**src/rtl/uart_frame_tx_pkg.sv**
```systemverilog
// Shared UART definitions: parity codes, transmitter FSM states and a parity helper.
// The receive side imports the same package so both ends agree on frame format.
package uart_frame_tx_pkg;

    localparam int PARITY_NONE = 0;
    localparam int PARITY_ODD  = 1;
    localparam int PARITY_EVEN = 2;

    typedef enum logic [2:0] {
        ST_IDLE,
        ST_START,
        ST_DATA,
        ST_PARITY,
        ST_STOP
    } tx_state_t;

    // Upper bits of narrower words are zero-padded, which does not change the XOR.
    function automatic logic parity_bit(input logic [8:0] data, input int mode);
        return (mode == PARITY_ODD) ? ~^data : ^data;
    endfunction

endpackage

```
**src/rtl/uart_frame_tx_fifo.sv**
```systemverilog
// First-word-fall-through synchronous FIFO with full flag and fill level.
// When full, a push is accepted only if a pop happens in the same cycle.
module sync_fifo #(
    parameter int WIDTH = 8,
    parameter int DEPTH = 16
) (
    input  logic                       i_clk,
    input  logic                       i_reset,
    input  logic                       i_push,
    input  logic [WIDTH-1:0]           i_data,
    input  logic                       i_pop,
    output logic [WIDTH-1:0]           o_head,
    output logic                       o_full,
    output logic [$clog2(DEPTH):0]     o_level
);
    localparam int AW = $clog2(DEPTH);
    localparam logic [AW:0] FULL_CNT = (AW+1)'(DEPTH);

    if ((DEPTH < 2) || ((DEPTH & (DEPTH - 1)) != 0)) begin : g_bad_depth
        $error("sync_fifo: DEPTH must be a power of 2 and >= 2");
    end

    logic [WIDTH-1:0] r_mem [DEPTH];
    logic [AW-1:0]    r_wr_ptr;
    logic [AW-1:0]    r_rd_ptr;
    logic [AW:0]      r_count;
    logic             w_full;
    logic             w_do_pop;
    logic             w_do_push;

    assign w_full    = (r_count == FULL_CNT);
    assign w_do_pop  = i_pop && (r_count != '0);
    assign w_do_push = i_push && (!w_full || w_do_pop);

    always_ff @(posedge i_clk) begin
        if (w_do_push) begin
            r_mem[r_wr_ptr] <= i_data;
        end
    end

    always_ff @(posedge i_clk) begin
        if (i_reset) begin
            r_wr_ptr <= '0;
            r_rd_ptr <= '0;
            r_count  <= '0;
        end else begin
            if (w_do_push) r_wr_ptr <= r_wr_ptr + AW'(1);
            if (w_do_pop)  r_rd_ptr <= r_rd_ptr + AW'(1);
            case ({w_do_push, w_do_pop})
                2'b10:   r_count <= r_count + (AW+1)'(1);
                2'b01:   r_count <= r_count - (AW+1)'(1);
                default: r_count <= r_count;
            endcase
        end
    end

    assign o_head  = r_mem[r_rd_ptr];
    assign o_full  = w_full;
    assign o_level = r_count;

endmodule

```
**src/rtl/uart_frame_tx.sv**
```systemverilog
// UART transmitter: FIFO-fed start/data/parity/stop framer, LSB first, idle-high line.
// Back-to-back frames start directly from the last stop cycle with no idle gap.
module uart_frame_tx
    import uart_frame_tx_pkg::*;
#(
    parameter int CLK_FREQ   = 100_000_000,
    parameter int BAUD       = 9600,
    parameter int DATA_BITS  = 8,
    parameter int PARITY     = 0,
    parameter int STOP_BITS  = 1,
    parameter int FIFO_DEPTH = 16
) (
    input  logic                          SystemClk,
    input  logic                          reset,
    input  logic                          wr_en,
    input  logic [DATA_BITS-1:0]          wr_data,
    output logic                          full,
    output logic [$clog2(FIFO_DEPTH):0]   level,
    output logic                          overflow,
    input  logic                          clr_ovf,
    output logic                          busy,
    output logic                          frame_done,
    output logic                          TX
);
    localparam int DIV = CLK_FREQ / BAUD;
    localparam int CW  = (DIV > 2) ? $clog2(DIV) : 1;
    localparam int LW  = $clog2(FIFO_DEPTH) + 1;

    if (PARITY < 0 || PARITY > 2 || (STOP_BITS != 1 && STOP_BITS != 2) || DIV < 2 ||
        DATA_BITS < 5 || DATA_BITS > 9) begin : g_bad_cfg
        $error("uart_frame_tx: illegal parameter combination");
    end

    tx_state_t            r_state;
    logic [CW-1:0]        r_cnt;
    logic [3:0]           r_bit_idx;
    logic [DATA_BITS-1:0] r_shift;
    logic                 r_par;
    logic                 r_tx;
    logic                 r_busy;
    logic                 r_done;
    logic                 r_overflow;

    logic [DATA_BITS-1:0] w_head;
    logic                 w_full;
    logic [LW-1:0]        w_level;
    logic                 w_bit_end;
    logic                 w_last_stop;
    logic                 w_pop;

    assign w_bit_end   = (r_cnt == CW'(DIV - 1));
    assign w_last_stop = (r_state == ST_STOP) && w_bit_end && (r_bit_idx == 4'(STOP_BITS - 1));
    assign w_pop       = (w_level != '0) && ((r_state == ST_IDLE) || w_last_stop);

    sync_fifo #(
        .WIDTH (DATA_BITS),
        .DEPTH (FIFO_DEPTH)
    ) u_fifo (
        .i_clk   (SystemClk),
        .i_reset (reset),
        .i_push  (wr_en),
        .i_data  (wr_data),
        .i_pop   (w_pop),
        .o_head  (w_head),
        .o_full  (w_full),
        .o_level (w_level)
    );

    // A write while full is only lost when no pop frees a slot in the same cycle.
    always_ff @(posedge SystemClk) begin
        if (reset) begin
            r_overflow <= 1'b0;
        end else begin
            r_overflow <= (r_overflow & ~clr_ovf) | (wr_en & w_full & ~w_pop);
        end
    end

    always_ff @(posedge SystemClk) begin
        if (reset) begin
            r_state   <= ST_IDLE;
            r_cnt     <= '0;
            r_bit_idx <= '0;
            r_shift   <= '0;
            r_par     <= 1'b0;
            r_tx      <= 1'b1;
            r_busy    <= 1'b0;
            r_done    <= 1'b0;
        end else begin
            r_done <= 1'b0;
            r_cnt  <= w_bit_end ? '0 : r_cnt + CW'(1);
            case (r_state)
                ST_IDLE: begin
                    r_cnt  <= '0;
                    r_tx   <= 1'b1;
                    r_busy <= 1'b0;
                    if (w_pop) begin
                        r_shift <= w_head;
                        r_par   <= parity_bit(9'(w_head), PARITY);
                        r_tx    <= 1'b0;
                        r_busy  <= 1'b1;
                        r_state <= ST_START;
                    end
                end
                ST_START: begin
                    if (w_bit_end) begin
                        r_bit_idx <= '0;
                        r_tx      <= r_shift[0];
                        r_state   <= ST_DATA;
                    end
                end
                ST_DATA: begin
                    if (w_bit_end) begin
                        if (r_bit_idx == 4'(DATA_BITS - 1)) begin
                            r_bit_idx <= '0;
                            if (PARITY != PARITY_NONE) begin
                                r_tx    <= r_par;
                                r_state <= ST_PARITY;
                            end else begin
                                r_tx    <= 1'b1;
                                r_state <= ST_STOP;
                            end
                        end else begin
                            r_bit_idx <= r_bit_idx + 4'd1;
                            r_shift   <= r_shift >> 1;
                            r_tx      <= r_shift[1];
                        end
                    end
                end
                ST_PARITY: begin
                    if (w_bit_end) begin
                        r_bit_idx <= '0;
                        r_tx      <= 1'b1;
                        r_state   <= ST_STOP;
                    end
                end
                ST_STOP: begin
                    if (w_last_stop) begin
                        r_done <= 1'b1;
                        if (w_pop) begin
                            r_shift <= w_head;
                            r_par   <= parity_bit(9'(w_head), PARITY);
                            r_tx    <= 1'b0;
                            r_state <= ST_START;
                        end else begin
                            r_tx    <= 1'b1;
                            r_busy  <= 1'b0;
                            r_state <= ST_IDLE;
                        end
                    end else if (w_bit_end) begin
                        r_bit_idx <= r_bit_idx + 4'd1;
                    end
                end
                default: begin
                    r_tx    <= 1'b1;
                    r_busy  <= 1'b0;
                    r_state <= ST_IDLE;
                end
            endcase
        end
    end

    assign full       = w_full;
    assign level      = w_level;
    assign overflow   = r_overflow;
    assign busy       = r_busy;
    assign frame_done = r_done;
    assign TX         = r_tx;

endmodule

```
**config.mk**
```make
export PLATFORM = sky130hd
export DESIGN_NAME = uart_frame_tx
export DESIGN_NICKNAME = d
export VERILOG_FILES = /design/src/rtl/uart_frame_tx_pkg.sv /design/src/rtl/uart_frame_tx_fifo.sv /design/src/rtl/uart_frame_tx.sv
export SDC_FILE = /design/constraint.sdc
export NUM_CORES = 1
export LEC_CHECK = 0
export ABC_CLOCK_PERIOD_IN_PS = 5430
export BUFFER_PORTS_ARGS = -buffer_cell sky130_fd_sc_hd__buf_4
export CAP_MARGIN = 20
export CORE_MARGIN = 2
export CORE_UTILIZATION = 43
export CTS_BUF_LIST = sky130_fd_sc_hd__clkbuf_8
export CTS_CLUSTER_SIZE = 10
export DETAILED_ROUTE_END_ITERATION = 7
export GPL_TIMING_DRIVEN = 0
export SKIP_LAST_GASP = 1
export SYNTH_ARGS = -nofsm -noshare
export SYNTH_HDL_FRONTEND = slang
export SYNTH_SLANG_ARGS = --single-unit
```
**constraint.sdc**
```tcl
create_clock -name SystemClk -period 5.43 [get_ports SystemClk]
set_input_delay 0.543 -clock SystemClk [delete_from_list [all_inputs] [get_ports SystemClk]]
set_output_delay 0.543 -clock SystemClk [all_outputs]
set_load 0.03 [all_outputs]
```
# Word level (Yosys, flattened, before mapping)
# Memory sizes are Yosys's and may differ from the RTL's. A register that Yosys moved wholly into a read port is not among the register bits.
# Index checks and enable logic that the tools add are counted.
# word_totals
register_bits	46
latch_bits	0
ramBits	128
romBits	0
inputBits	12
out_inout_bits	10
wordCells	105
memories	1
# memory_table
memory	words	word_bits	read_ports	rd_clocked_by_memory_dff	write_ports	line	rtl
u_fifo.r_mem	16	8	1	1	1	uart_frame_tx_fifo.sv:23	logic [WIDTH-1:0] r_mem [DEPTH];
# op_classes
add_sub_neg	6
multipliers	0
div_mod_pow	0
order_cmp	0
eq_ne	20
n_shift	0
mux	36
bitwise	8
reduce_logical	23
# ops
op	count
2-to-1 mux 8 bit	4
2-to-1 mux 4 bit	7
case mux 8 bit (3 select lines)	1
2-to-1 mux 3 bit	6
inequality test 2 bit, second input constant	9
case mux 3 bit (5 select lines)	1
adder 14 x 1 -> 14 bit, second input constant	1
== test 14 bit, second input constant	1
2-to-1 mux 1 bit	13
adder 4 x 1 -> 4 bit, second input constant	3
case mux 4 bit (3 select lines)	1
case mux 5 bit (2 select lines)	1
AND reduction 4 bit	2
== test 3 x 2 -> 1 bit, second input constant	2
AND reduction 6 bit	1
nonzero test 3 bit	2
OR reduction 3 bit	2
adder 5 x 1 -> 5 bit, second input constant	1
== test 5 bit, second input constant	1
logical AND 1 bit	5
case mux 1 bit (5 select lines)	1
AND reduction 5 bit	1
nonzero test 5 bit	1
subtractor 5 x 1 -> 5 bit, second input constant	1
17 further kinds	25

# Longest topological paths before layout
# Gate-level depths: netlist of the first run.
# logic_depth
depth_word	10
depth_mapped	11
ltp_nobuf	11

# Modules after synthesis
# Synthesis of the first run repeated with hierarchy kept, for this count alone.
# hier_totals
cells_unflattened	530
area_unflattened_um2	7618.6
# modules_own_cells
mod	instances	cells_each	area_per_inst_um2	seq_area_each_um2
sync_fifo	1	316	5813.1	4184.0
uart_frame_tx	1	214	1805.5	660.6

# Worst setup path before layout of the first run
# No wires, ideal clock.
# synth_timing
path_kind	register -> register
start	register r_bit_idx[0]
end	register u_fifo.r_count[4], in the netlist u_fifo.o_level[4]
setup_time_ns	0.106
t_arrival_ns	2.540
required_ns	5.324
slack_ns	2.784
stages_incl_launch_ff	12
path_buffers	0
period_less_slack_ns	2.646
path_cell_list	dfxtp_1 > inv_1 > ha_1 > nor4bb_1 > nand4_2 > a211oi_2 > ha_1 > a21o_1 > a21o_1 > nor3_1 > mux2i_1 > o311ai_0
# synth_between
elab_chain_len	9
word_cells_on_any_way	11
cone_classes	2 x eq/ne; 1 x mux; 8 x reduce/logical
# synth_rtl
item	line	rtl
start: declaration	uart_frame_tx.sv:36	logic [3:0] r_bit_idx;
start signal: assignment	uart_frame_tx.sv:123	r_bit_idx <= r_bit_idx + 4'd1;
start signal: assignment	uart_frame_tx.sv:150	r_bit_idx <= r_bit_idx + 4'd1;
zero test 4 bit *	uart_frame_tx.sv:52	assign w_last_stop = (r_state == ST_STOP) && w_bit_end && (r_bit_idx == 4'(STOP_BITS - 1));
logical AND 1 bit *	uart_frame_tx.sv:52	
logical OR 1 bit *	uart_frame_tx.sv:53	assign w_pop = (w_level != '0) && ((r_state == ST_IDLE) || w_last_stop);
logical AND 1 bit *	uart_frame_tx.sv:53	
logical AND 1 bit *	uart_frame_tx_fifo.sv:32	assign w_do_pop = i_pop && (r_count != '0);
logical OR 1 bit	uart_frame_tx_fifo.sv:33	assign w_do_push = i_push && (!w_full || w_do_pop);
logical AND 1 bit	uart_frame_tx_fifo.sv:33	
== test 2 x 1 -> 1 bit / == test 2 bit (equally long branches)	uart_frame_tx_fifo.sv:49	case ({w_do_push, w_do_pop})
case mux 5 bit (2 select lines) / nonzero test 2 bit (equally long branches)	n/a	
end signal: assignment	uart_frame_tx_fifo.sv:50	2'b10: r_count <= r_count + (AW+1)'(1);
end signal: assignment	uart_frame_tx_fifo.sv:51	2'b01: r_count <= r_count - (AW+1)'(1);
end signal: assignment	uart_frame_tx_fifo.sv:52	default: r_count <= r_count;
end: declaration	uart_frame_tx_fifo.sv:26	logic [AW:0] r_count;
# Every way passes the cells marked *; elsewhere a longest branch is shown, timed or not.
# A chain may end at the register's enable or synchronous reset.

# Worst setup path after layout of the first run
# Ends and elaborated chain as after synthesis.

==> results.json, run 1 <==
{
  "netlist_top_cells_area": "edfxtp_1 (52%), dfxtp_1 (13%), mux4_2 (7.6%), mux2i_1 (2.7%), nor2_1 (2.4%)",
  "fmaxAchievable_ghz": 0.317,
  "initialDrtViolationCount": 351,
  "rsz0062_at_grt": "false",
  "htreeDepth": 4,
  "postSynth.asyncResetShare": 0,
  "fin_hold_ws_ps": 384,
  "fin_crit_sh": 0.581,
  "grt_pass1_wl_mm": 24.4,
  "path_delay_family": "compound AO/OA/AOI/OAI gates",
  "rows": 48,
  "antenna_found_initial": 0,
  "clock_tree.root_cell": "clkbuf_8",
  "start_util": 0.435,
  "report.final.slew_viol_count": 0,
  "pre_cts_ws_ps": 2300,
  "pin_count": 22,
  "grt_max_degree": 17,
  "cts.sinks": 178,
  "synth_commonest_cells": "edfxtp_1 (128), dfxtp_1 (50), nor2_1 (47)",
  "ys_types": 65,
  "gp_congestion": 0.891,
  "drtAntennaViolNets": 0,
  "p_sw_frac": 0.326,
  "insertion_delay_ps": 470,
  "fin_ws_ps": 2280,
  "synth-edff-count": 128,
  "core-area_um2": 17100,
  "timing.final.hold_violations": 0,
  "pwr-share-seq": 0.458,
  "ctsResizeCount": 0,
  "cts_setup_buffers": 0,
  "switching_power_uw": 1150,
  "hpwl_mm": 10.7,
  "drive_gt1_frac": 0.172,
  "io_buffers": 20,
  "p_int_uw": 2380,
  "setup_viol": 0,
  "fin_tns_setup_ps": 0,
  "n_fill_cell": 1522,
  "cts_buffers": 17,
  "comb_power_share": 0.285,
  "dieArea_um2": 18300,
  "synth_area_per_cell_um2": 14.6,
  "syn_nets": 534,
  "vias": 4369,
  "n_antenna_cell": 0,
  "yosysSeqAreaShare": 0.653,
  "yosys.area.top_type": "edfxtp_1",
  "wl_per_cell_um": 19.6,
  "cts_tree": "built",
  "clkPwrFrac": 0.257,
  "hp-class": "in -> reg",
  "slew_headroom": 0.430,
  "finClkSkew_ps": 14.4,
  "worstPathCellList": "inv_1 -> ha_1 -> nor4bb_1 -> nand4_2 -> a211oi_2 -> ha_1 -> a21o_1 -> a21o_1 -> nor3_1 -> mux2i_1 -> o311ai_0",
  "cp_data_required_time_ps": 5790,
  "synth.most_common_cell": "edfxtp_1",
  "post_synth_inst_count": 510,
  "crit_fanout": 8,
  "p_leak_uw": 0.00275,
  "end_kind": "register",
  "slowest_delay_ps": 620,
  "syn-cell-area_um2": 7420,
  "grt_overflow_total": 0,
  "routed_wl_mm": 15.5,
  "ctsHoldBuffers": 0,
  "via_per_inst": 5.53,
  "synth_ff_type": "edfxtp_1",
  "ys_ff_latch": 178,
  "path_class": "reg -> reg",
  "cts_buffer_depth": 2,
  "crit_path_start_kind": "register",
  "synthDominantCellAreaShare": 0.518,
  "grt_pass1_vias": 4389,
  "drc": 0,
  "syn_to_final_growth_pct": 11.4,
  "p_per_area_nw_per_um2": 427,
  "final_util": 0.485,
  "vdd_ir_drop_max_v": 0.000223,
  "period_minus_slack_ps": 3150,
  "critical_path_buf_inv_count": 1,
  "status": "finished clean",
  "path_clk_slew_ps": 100,
  "cp.arrival_ps": 3520,
  "ys.warnings.count": 0,
  "drv_cap": 0,
  "first_pass_iters": 5,
  "die_w_um": 135,
  "critPathSlowestCell": "a211oi_2",
  "track_usage": 0.181,
  "nets": 577,
  "die_h_um": 135,
  "tightest_slew_ps": 851
}
final cells by class:
| type | instances | area, um2 | area share |
|---|---|---|---|
| Timing Repair Buffer | 24 | 180 | 0.0218 |
| Sequential cell | 178 | 4840 | 0.586 |
| Tap cell | 225 | 282 | 0.0340 |
| Clock inverter | 14 | 153 | 0.0185 |
| Clock buffer | 17 | 234 | 0.0283 |
| Multi-Input combinational cell | 297 | 2430 | 0.293 |
| Buffer | 25 | 113 | 0.0136 |
| Inverter | 10 | 37.5 | 0.00454 |
routing by layer:
| metal | up-vias | share of wire | routed length [um] | global-route usage |
|---|---|---|---|---|
| li1 | 2050 | - | - | - |
| met5 | - | 0 | 0 | 0 |
| met2 | 103 | 0.49 | 7650 | 0.300 |
| met1 | 2203 | 0.44 | 6860 | 0.238 |
| met3 | 13 | 0.047 | 731 | 0.0434 |
| met4 | 0 | 0.016 | 245 | 0.0532 |
power groups by stage:
stage                     Clock (uW)  Sequential, uW  Combinational (uW)
after CTS                        923            1620                1020
after global routing             984            1630                1100
after detailed placement           0            1650                1010
after global placement             0            1640                 985
final                            908            1620                1010
after floorplan                    0            1670                 685
state kept, by name, summed over array words and instances, names as in the netlist, named ones only:
register         count
TX                   1
busy                 1
frame_done           1
overflow             1
r_bit_idx            4
r_cnt               14
r_shift              8
r_state              3
u_fifo.o_level       5
u_fifo.r_mem       128
u_fifo.r_rd_ptr      4
u_fifo.r_wr_ptr      4
layout by cell type, fill, tap and decap left out, drive strengths merged, types with 2 or more instances in the layout:
cell	netlist	final
and4	4	4
nand2	19	19
nand4	6	6
edfxtp	128	128
a221oi	7	7
bufinv	0	2
xor2	11	11
nor2b	5	5
ha	11	11
nor2	48	48
buf	10	34
a22o	2	2
mux2i	20	20
or2	2	2
and2	8	8
nor3	10	10
nor4b	3	3
dfxtp	50	50
nor3b	3	3
nand2b	2	2
a21oi	26	26
clkbuf	15	32
nand3b	5	5
xnor2	10	10
clkinv	1	4
or4	2	2
nand3	12	12
o21ai	14	14
a211oi	4	4
inv	9	17
a221o	7	7
mux2	2	2
a21o	4	4
and3	3	3
mux4	25	25
or4b	2	2
nor4	3	3
per-stage QoR:
stage | power [uW] | cells | cell area [um2]
detailed placement | 2660 | 759 | 7880
global route | 3720 | 790 | 8270
CTS | 3560 | 790 | 8270
floorplan | 2360 | 510 | 7420
global placement | 2630 | 755 | 7850
finish | 3530 | 790 | 8270
cell families after synthesis:
family,after synthesis,share of synthesized area
muxes,47,0.106
AOI/OAI and AO/OA,76,0.0723
and+or+nand+nor,141,0.103
adders and majority gates,12,0.0212
xor gates and xnor gates,21,0.0248
DFF,178,0.653
buffers and inverters,35,0.0202
path summary, 6_finish.rpt:
check                       end  slack [ps]  depth (start not counted)         start
min reg2reg            r_cnt[0]         470                          1      r_cnt[0]
min          u_fifo.r_mem[7][0]         380                          1    wr_data[0]
max           u_fifo.o_level[4]        2280                         11  r_bit_idx[0]
max reg2reg   u_fifo.o_level[4]        2280                         11  r_bit_idx[0]
Note: power is estimated with default switching activity, not from simulation.
==> run 2: changes to the inputs <==
ABC_CLOCK_PERIOD_IN_PS = 3200   (was 5430)
clock period = 3.2 ns   (was 5.43 ns; I/O delays follow)
==> results.json, run 2 (same netlist as run 1, synthesis figures left out) <==
{
  "status": "finished clean",
  "largest_register": "u_fifo.r_mem",
  "critical_path_buf_inv_count": 1,
  "p_per_area_nw_per_um2": 724,
  "rows": 48,
  "cp.depth": 11,
  "gp_congestion": 0.891,
  "p_leak_uw": 0.00276,
  "clock_tree.root_cell": "clkbuf_8",
  "fin_cells": 790,
  "path_delay_family": "compound AO/OA/AOI/OAI gates",
  "cp.arrival_ps": 3400,
  "top_regs": "u_fifo.r_mem: 128 flops, r_cnt: 14 flops, r_shift: 8 flops",
  "die_h_um": 135,
  "drv_cap": 0,
  "grt_overflow_total": 0,
  "hpwl_mm": 10.7,
  "p_int_uw": 4050,
  "cts_buffers": 17,
  "finClkSkew_ps": 16.7,
  "grt_max_degree": 17,
  "track_usage": 0.181,
  "die_w_um": 135,
  "dpl_cell_area_um2": 7880,
  "vdd_ir_drop_max_v": 0.000379,
  "grt_pass1_vias": 4389,
  "pre_cts_ws_ps": 66.5,
  "cts.sinks": 178,
  "drc": 0,
  "cp_data_required_time_ps": 3560,
  "final_util": 0.486,
  "path_clk_slew_ps": 90,
  "largest_reg_flops": 128,
  "rsz0062_at_grt": "true",
  "wl_per_cell_um": 19.8,
  "fin_crit_sh": 0.953,
  "tightest_slew_ps": 858,
  "io_buffers": 20,
  "via_per_inst": 5.52,
  "pwr-share-seq": 0.457,
  "clkPwrFrac": 0.256,
  "nets": 577,
  "n_antenna_cell": 0,
  "cts_buffer_depth": 2,
  "timing.final.hold_violations": 0,
  "crit_path_start_kind": "register",
  "switching_power_uw": 1960,
  "ctsHoldBuffers": 0,
  "cts_tree": "built",
  "start_util": 0.435,
  "dp.cells": 759,
  "dieArea_um2": 18300,
  "initialDrtViolationCount": 316,
  "path_class": "reg -> reg",
  "min_path_cells": 4,
  "end_kind": "register",
  "antenna_found_initial": 0,
  "p_sw_frac": 0.326,
  "drtAntennaViolNets": 0,
  "routed_wl_mm": 15.6,
  "hp-class": "in -> reg",
  "htreeDepth": 4,
  "cts_setup_buffers": 0,
  "first_pass_iters": 5,
  "fmaxAchievable_ghz": 0.328,
  "insertion_delay_ps": 460,
  "syn_to_final_growth_pct": 11.7,
  "comb_power_share": 0.287,
  "critPathSlowestCell": "a211oi_4",
  "slowest_delay_ps": 520,
  "worstPathCellList": "inv_1 -> ha_1 -> nor4bb_1 -> nand4_2 -> a211oi_4 -> ha_1 -> a21o_1 -> a21o_1 -> nor3_1 -> mux2i_1 -> o311ai_0",
  "setup_viol": 0,
  "period_minus_slack_ps": 3050,
  "final_area_um2": 8290,
  "crit_fanout": 8,
  "final_cell_mix": "edfxtp_1 (128), dfxtp_1 (50), nor2_1 (47)",
  "fin_ws_ps": 151,
  "drive_gt1_frac": 0.177,
  "n_fill_cell": 1521,
  "reg2reg_depth": 11,
  "power_uw": 6010,
  "grt_pass1_wl_mm": 24.4,
  "core-area_um2": 17100,
  "slew_headroom": 0.426,
  "final_common_cell": "edfxtp_1",
  "pin_count": 22,
  "report.final.slew_viol_count": 0,
  "vias": 4364
}
run 2: cell types whose count changed in the layout (fill, tap and decap cells not counted):
cell,before,now
nor3_2,0,3
a211oi_4,0,1
nor3_1,10,7
a211oi_2,2,1
run 2: cell type report:
class	count	area, um2	area share
inverters	10	37.5	0.00453
well taps	225	282	0.0339
clock inverters	14	153	0.0184
plain buffers	25	113	0.0136
multi-input cells	297	2450	0.295
clock buffers	17	234	0.0282
repair buffers	24	180	0.0217
flip-flops and latches	178	4840	0.584
run 2: worst paths after layout:
| path | start | end | slack, ps |
|---|---|---|---|
| setup / recovery | r_bit_idx[0] | u_fifo.o_level[4] | 150 |
| hold / removal | clr_ovf | overflow | 180 |
| hold reg to reg | r_cnt[0] | r_cnt[0] | 470 |
| setup reg to reg | r_bit_idx[0] | u_fifo.o_level[4] | 150 |
run 2: metal layers:
metal	vias to the layer above	routed length [um]	GRT usage
li1	2047	-	-
met1	2211	6890	0.238
met2	93	7730	0.300
met3	13	765	0.0434
met4	0	240	0.0532
met5	-	0	0
run 2: worst min-delay path: cells and delay by family:
kind | cells | cell delay [ps]
AND/OR/NAND/NOR | 1 | 80
buffers and inverters | 2 | 150
AO/OA/AOI/OAI | 1 | 50
run 2: timing repair:
action | 4_1_cts | 5_1_grt
gates resized for setup | 0 | 4
setup endpoints to repair | 0 | 15
hold endpoints to repair | 0 | 0
run 2: power by group through the flow:
stage	Combinational (uW)	Sequential [uW]	Clock [uW]
6_report	1720	2740	1540
5_1_grt	1890	2770	1670
2_1_floorplan	1160	2840	0
3_3_place_gp	1670	2790	0
4_1_cts	1720	2740	1570
3_5_place_dp	1720	2800	0
run 2: through the flow:
step           hold WS (ps)  TNS [ps]
2_1_floorplan           419         0
3_3_place_gp            442         0
3_5_place_dp            457         0
4_1_cts                 150         0
5_1_grt                 160     -86.7
6_report                176         0
